--- src/rtl/axis_accum_bcd.sv ---
// axis_accum_bcd: AXI-Stream frame accumulator with a BCD / 7-segment result.
// Sums unsigned beats until N beats arrive or a beat carries s_last. The
// frame sum is then converted to NDIG decimal digits by a serial
// double-dabble engine, one bit per clock. The result is presented as a
// single beat on a ready/valid master port.
//
// state      | meaning
// -----------+------------------------------------------------------------
// ST_ACCUM   | accepting input beats, accumulating sum and count
// ST_CONVERT | frame closed, SW shift-add-3 iterations in progress
// ST_OUTPUT  | result valid on m_*, waiting for m_ready
module axis_accum_bcd #(
  parameter int unsigned W              = 3,
  parameter int unsigned N              = 5,
  parameter int unsigned NDIG           = 2,
  parameter bit          SEG_ACTIVE_LOW = 1'b0,
  localparam int unsigned CW            = $clog2(N + 1),
  localparam int unsigned SW            = W + CW
) (
  input  logic                clk,
  input  logic                rstn,
  input  logic                s_valid,
  output logic                s_ready,
  input  logic [W-1:0]        s_data,
  input  logic                s_last,
  output logic                m_valid,
  input  logic                m_ready,
  output logic [SW-1:0]       m_sum,
  output logic [CW-1:0]       m_count,
  output logic [NDIG*7-1:0]   m_seg,
  output logic                m_overflow
);

  localparam logic [1:0] ST_ACCUM   = 2'd0;
  localparam logic [1:0] ST_CONVERT = 2'd1;
  localparam logic [1:0] ST_OUTPUT  = 2'd2;

  // Iteration counter must be able to hold SW itself.
  localparam int unsigned IW = $clog2(SW + 1);
  localparam int unsigned BW = 4 * NDIG;

  function automatic logic [63:0] pow10(input int unsigned n);
    logic [63:0] r;
    r = 64'd1;
    for (int unsigned i = 0; i < n; i++) begin
      r = r * 64'd10;
    end
    return r;
  endfunction

  // Largest value displayable in NDIG digits; valid for NDIG up to 19.
  localparam logic [63:0] DEC_MAX = pow10(NDIG) - 64'd1;

  localparam logic [6:0] SEG_DASH = 7'h40;

  function automatic logic [6:0] seg_code(input logic [3:0] d);
    logic [6:0] s;
    case (d)
      4'd0:    s = 7'h3F;
      4'd1:    s = 7'h06;
      4'd2:    s = 7'h5B;
      4'd3:    s = 7'h4F;
      4'd4:    s = 7'h66;
      4'd5:    s = 7'h6D;
      4'd6:    s = 7'h7D;
      4'd7:    s = 7'h07;
      4'd8:    s = 7'h7F;
      4'd9:    s = 7'h6F;
      default: s = 7'h00;
    endcase
    return s;
  endfunction

  logic [1:0]    state_q, state_d;
  logic [SW-1:0] sum_q,   sum_d;
  logic [CW-1:0] cnt_q,   cnt_d;
  logic [IW-1:0] iter_q,  iter_d;
  logic [SW-1:0] bin_q,   bin_d;
  logic [BW-1:0] bcd_q,   bcd_d;

  logic          hs_in;
  logic          frame_end;
  logic [SW-1:0] sum_inc;
  logic [CW-1:0] cnt_inc;
  logic [BW-1:0] bcd_adj;
  logic [BW-1:0] bcd_step;
  logic [SW-1:0] bin_step;
  logic [NDIG*7-1:0] seg_raw;

  assign s_ready = (state_q == ST_ACCUM);
  assign m_valid = (state_q == ST_OUTPUT);

  assign hs_in     = s_valid & s_ready;
  assign sum_inc   = sum_q + {{CW{1'b0}}, s_data};
  assign cnt_inc   = cnt_q + CW'(1);
  assign frame_end = hs_in & ((cnt_inc == CW'(N)) | s_last);

  // Double-dabble: add 3 to every digit >= 5, then shift {bcd, bin} left.
  // Digits above NDIG are dropped; the low digits stay exact and
  // overflow is flagged separately from the binary sum.
  always_comb begin
    bcd_adj = bcd_q;
    for (int i = 0; i < int'(NDIG); i++) begin
      if (bcd_q[4*i +: 4] >= 4'd5) begin
        bcd_adj[4*i +: 4] = bcd_q[4*i +: 4] + 4'd3;
      end
    end
  end

  assign bcd_step = {bcd_adj[BW-2:0], bin_q[SW-1]};
  assign bin_step = {bin_q[SW-2:0], 1'b0};

  // Next-state logic for the frame FSM and its datapath.
  always_comb begin
    state_d = state_q;
    sum_d   = sum_q;
    cnt_d   = cnt_q;
    iter_d  = iter_q;
    bin_d   = bin_q;
    bcd_d   = bcd_q;
    case (state_q)
      ST_ACCUM: begin
        if (hs_in) begin
          sum_d = sum_inc;
          cnt_d = cnt_inc;
          if (frame_end) begin
            state_d = ST_CONVERT;
            bin_d   = sum_inc;
            bcd_d   = '0;
            iter_d  = IW'(SW);
          end
        end
      end
      ST_CONVERT: begin
        bin_d  = bin_step;
        bcd_d  = bcd_step;
        iter_d = iter_q - IW'(1);
        if (iter_q == IW'(1)) begin
          state_d = ST_OUTPUT;
        end
      end
      ST_OUTPUT: begin
        // s_ready only returns after this edge: no same-cycle bypass.
        if (m_ready) begin
          state_d = ST_ACCUM;
          sum_d   = '0;
          cnt_d   = '0;
        end
      end
      default: begin
        state_d = ST_ACCUM;
        sum_d   = '0;
        cnt_d   = '0;
      end
    endcase
  end

  // State and datapath registers; reset drops any partial frame.
  always_ff @(posedge clk or negedge rstn) begin
    if (!rstn) begin
      state_q <= ST_ACCUM;
      sum_q   <= '0;
      cnt_q   <= '0;
      iter_q  <= '0;
      bin_q   <= '0;
      bcd_q   <= '0;
    end else begin
      state_q <= state_d;
      sum_q   <= sum_d;
      cnt_q   <= cnt_d;
      iter_q  <= iter_d;
      bin_q   <= bin_d;
      bcd_q   <= bcd_d;
    end
  end

  // Result fields are exposed only while the beat is valid, zero otherwise.
  assign m_sum      = m_valid ? sum_q : '0;
  assign m_count    = m_valid ? cnt_q : '0;
  assign m_overflow = m_valid & (64'(sum_q) > DEC_MAX);

  // Segment encoding: blank when idle, dashes on overflow, digits otherwise.
  always_comb begin
    seg_raw = '0;
    if (m_valid) begin
      for (int i = 0; i < int'(NDIG); i++) begin
        seg_raw[7*i +: 7] = m_overflow ? SEG_DASH : seg_code(bcd_q[4*i +: 4]);
      end
    end
  end

  assign m_seg = SEG_ACTIVE_LOW ? ~seg_raw : seg_raw;

endmodule

--- config.mk ---
export PLATFORM = sky130hd
export DESIGN_NAME = axis_accum_bcd
export DESIGN_NICKNAME = d
export VERILOG_FILES = /design/src/rtl/axis_accum_bcd.sv
export SDC_FILE = /design/constraint.sdc
export NUM_CORES = 1
export LEC_CHECK = 0
export CORE_ASPECT_RATIO = 0.9
export CORE_UTILIZATION = 57
export DETAILED_ROUTE_END_ITERATION = 7
export GPL_ROUTABILITY_DRIVEN = 0
export HOLD_SLACK_MARGIN = 0.06
export PLACE_DENSITY = 0.88
export SLEW_MARGIN = 20
export SYNTH_ARGS = -nofsm -noshare
export SYNTH_HDL_FRONTEND = slang
export SYNTH_SLANG_ARGS = --single-unit
export TNS_END_PERCENT = 20
--- constraint.sdc ---
create_clock -name clk -period 5.1 [get_ports clk]
set_clock_uncertainty 0.05 [all_clocks]
set_input_delay 1.02 -clock clk [delete_from_list [all_inputs] [get_ports clk]]
set_output_delay 1.02 -clock clk [all_outputs]
set_load 0.05 [all_outputs]
; Word level (Yosys, flattened, before mapping)
; Memories as Yosys holds them, arrays and structs flattened.
; Index checks and enable logic that the tools add are counted.
[word_totals]
reg_bits = 28
mem_bits_ro = 224
input_bits = 8
output_inout_bits = 26
word_cells = 57
n_memories = 2
[memory_table]
columns = name, depth, word_bits, rd, rd_ports_with_merged_regs, wr, line
row1 = (name not given), 16, 7, 1, 0, 0, 58  ; case (d)
row2 = (name not given), 16, 7, 1, 0, 0, 58
[classes]
add_sub_neg = 5
n_lt_le_gt_ge = 2
eq_ne = 8
n_mux = 25
bitwise_logic = 4
reduce_logical = 5
[op_table]
columns = operator, count
row1 = $mux W6, 5
row2 = $mux W3, 6
row3 = $pmux W6 S3, 1
row4 = $mux W8, 2
row5 = $pmux W8 S2, 1
row6 = $mux W14, 1
row7 = $pmux W6 S2, 1
row8 = $pmux W3 S3, 1
row9 = $ge A4 B3 Y1 const B, 2
row10 = $mux W2, 4
row11 = $add A6 B3 Y6, 1
row12 = $ne A2 B1 Y1 const B, 3
row13 = $pmux W2 S3, 1
row14 = $pmux W3 S2, 1
row15 = $reduce_and A3 Y1, 2
row16 = $add A4 B2 Y4 const B, 1
row17 = $mux W4, 1
row18 = $reduce_and A4 Y1, 1
row19 = $add A3 B1 Y3 const B, 1
row20 = $add A3 B2 Y3 const B, 1
row21 = $eq A3 B1 Y1 const B, 1
row22 = $eq A3 B3 Y1 const B, 1
row23 = $sub A3 B1 Y3 const B, 1
row24 = $and A1 B1 Y1, 2
row25 = 7 further kinds, 7

; Longest topological paths before layout
[depth]
ltp_word = 7
mapped_depth = 7
ltp_nobuf = 7

; Worst setup path before layout
; Ideal clock, no wire load.
[synth_timing]
path_kind = reg-to-output
from = register bcd_q[5]
to = output port m_seg[7]
arrival_time_ps = 1840
required_time_ps = 4030
setup_slack_ps = 2190
stages_incl_launch_ff = 5
n_path_buf = 0
path_cell_list = dfrtp_1 > inv_1 > ha_1 > or3_1 > a21oi_1
[synth_between]
elab_chain_cells = 2
[synth_lines]
columns = item, line
row1 = "start, declared", 79  ; logic [BW-1:0] bcd_q, bcd_d;
row2 = "start signal, assigned", 166  ; bcd_q <= '0;
row3 = "start signal, assigned", 173  ; bcd_q <= bcd_d;
row4 = $mem_v2 Z16 W7, n/a
row5 = $mux W14, 185  ; if (m_valid) begin
row6 = "end, declared", 30  ; output logic [NDIG*7-1:0] m_seg,
; Every way passes these cells.

; Final worst setup path
[layout_timing]
from = register state_q[1]
to = output port m_count[2]
[layout_between]
elab_chain_cells = 2
[layout_lines]
columns = item, line
row1 = "start, declared", 74  ; logic [1:0] state_q, state_d;
row2 = "start signal, assigned", 168  ; state_q <= state_d;
row3 = $eq A2 B2 Y1, 91  ; assign m_valid = (state_q == ST_OUTPUT);
row4 = $mux W3, 179  ; assign m_count = m_valid ? cnt_q : '0;
row5 = "end, declared", 29  ; output logic [CW-1:0] m_count,
; Every way passes these cells.

==> out/results.ini <==
[logic_synthesis]
syn_area_um2=1967
synth-edff-count=0
synth_top_family_by_area=simple AND/OR/NAND/NOR gates
synthesis.nets=255
netlist_instances=229
muxShareOfSynthArea=0.03181
synth_fa_ha_area_frac=0.1183
ys.flop_type=dfrtp_1
synth-xor-area-share=0.03562
synth_compound_area_frac=0.1927
ys_ff_latch=28
ys_types=48
synth_warnings=0
postSynthAreaPerCell_um2=8.589
synthArstFlopShare=1.000
synth_simple_gate_area_frac=0.2017
seq_area_frac_synth=0.3562

[sta]
maxSlewViolCount=0
setup_viol=0
hold_viol=0
setup_tns_ps=0
rsz0062_at_grt=no
relSlewSlack=0.4884
fin_crit_ps=3605
tightest_slew_ps=765.0
finalCritPeriodShare=0.7068
max_freq_mhz=277.4

[setup_path]
crit_chain=or2b_1, inv_1, and2_1, clkdlybuf4s50_1
cp.required_ps=4030
cp.arrival_ps=2530
crit_start=state_q[1]
endpoint_kind=primary output
critPathBufInv=2
slowest_delay_ps=690
crit_fanout=19
cpMaxStageDelayCell=clkdlybuf4s50_1
worstSetupPathType=flop to primary output
start_kind=flop
r2r-start=cnt_q[0]
critPathTopFamily=buffers and inverters

[route]
drc=0
wire_per_inst_um=13.54
via_per_inst=5.545
routed_wl_um=4047
ant_nets=0
vias=1658
drtIter0Drc=82
drt_first_pass_iters=4

[floorplanning]
core_um2=3162
dieHeight_um=57.73
die_w_um=63.92
rows=19
io_pins=34
die-area_um2=3690
initial_core_util=0.6221

[finish]
area_delta_synth_final_pct=19.40
mostFrequentLayoutCell=clkdlybuf4s50_1
fin_util=0.7428
n_antenna_cell=0
finalNonFillerCells=299
layout-drive-gt1-share=0.04280
final_nets=284
final_area_um2=2349
n_fill_cell=261
final_cell_mix=clkdlybuf4s50_1 (32), nor2_1 (29), dfrtp_1 (28), nand2_1 (22)

[place]
hpwl_um=2943
place_area_um2=2293
post-place-cells=295
io_buffers=32

[clock_network]
numCtsBuffers=3
clkSinkCount=28
clk_latency_ps=280
clock_tree.root_cell=clkbuf_8
cts_max_level=1
clkTransAtPathRegs_ps=100
cts_tree=done
holdBufCountCts=0
cts_resized=0
cts_max_path_buffers=2
cts_setup_buffers=0

[min_path]
hold_path_class=flop to flop
min_from=iter_q[2]

[global_routing]
grt_max_degree=29
grt_pass1_vias=1526
antenna_found_initial=0
grt_first_pass_wirelength_um=6810
gr-total-overflow=0
grt_usage=0.2369

[pwr]
power_density_nw_per_um2=580.6
ir_drop_mv=0.3765
leakagePower_nw=1.069
power_mw=1.363

[run_status]
outcome=complete, no violations

[run]
maxCapViolCount=0

[cell usage after synthesis (all sizes together), types with 2 or more instances]
| master | count | area, um^2 |
|---|---|---|
| nand3 | 2 | 10.01 |
| mux2 | 2 | 22.52 |
| a22oi | 3 | 22.52 |
| xnor2 | 5 | 43.79 |
| a22o | 6 | 52.55 |
| o22ai | 2 | 12.51 |
| nor2b | 3 | 18.77 |
| ha | 17 | 212.7 |
| mux2i | 4 | 40.04 |
| xor2 | 3 | 26.28 |
| nor2 | 29 | 108.9 |
| o31ai | 2 | 15.01 |
| dfrtp | 28 | 700.7 |
| a21oi | 17 | 85.08 |
| nand2b | 7 | 43.79 |
| nand2 | 22 | 82.58 |
| and2 | 6 | 37.54 |
| buf | 8 | 50.04 |
| nor3 | 5 | 25.02 |
| a211oi | 2 | 27.53 |
| inv | 17 | 63.81 |
| and4bb | 2 | 25.02 |
| o21ai | 18 | 90.09 |
[sequential cells by signal, summed over array words and instances, names as in the netlist]
register / cells
iter_q: 3
cnt_q: 3
sum_q: 6
bin_q: 6
state_q: 2
bcd_q: 8
[worst register-to-register path, stage by stage, from the launching register on]
cell and delay [ps]:
dfrtp_1 400, inv_1 70, ha_1 210, and4bb_1 240
a211oi_4 690, mux2_2 410
[power by group]
group | switching [mW] | total, mW | internal (mW)
Combinational | 0.467 | 0.792 | 0.325
Clock | 0.0711 | 0.140 | 0.0693
Sequential | 0.110 | 0.431 | 0.321
[routing by layer]
metal | share of wire | global-route usage | vias up
met2 | 0.48 | 0.4225 | 46
met3 | 0.036 | 0.02362 | 5
met1 | 0.48 | 0.3038 | 778
li1 | - | - | 829
met5 | 0 | 0 | -
met4 | 0.012 | 0.07792 | 0
[through the flow]
stage	hold slack [ps]	setup slack [ps]
global route	465.0	1304
global placement	422.0	1937
floorplan	402.6	2190
finish	435.7	1495
CTS	440.7	1501
detailed placement	423.8	1814
[path summary, 6_finish.rpt]
kind,cells after the start,endpoint,slack [ps]
setup / recovery,4,m_count[2],1500
hold / removal,1,iter_q[2],440
setup reg to reg,5,bin_q[1],2930
hold reg to reg,1,iter_q[2],440
max in group asynchronous,2,bcd_q[3],3680
min in group asynchronous,2,sum_q[3],1060
[cell families (layout without fill, tap and decap cells)]
family          count (synthesis)  count (layout)
other cells                     1               1
compound gates                 59              59
xor+xnor                        8               8
buf+inv                        27              55
fa+ha+maj                      18              18
mux                             6               6
flops                          28              28
simple gates                   82              82
[layout make-up]
type / instances / area [um^2] / area share
tap: 42 / 52.55 / 0.02238
clock buffer: 4 / 55.05 / 0.02344
inverter: 18 / 67.56 / 0.02877
multi-input combinational: 174 / 1145 / 0.4875
sequential: 28 / 700.7 / 0.2983
timing repair buffer: 33 / 327.8 / 0.1396
Power figures use the tool's default switching activity.
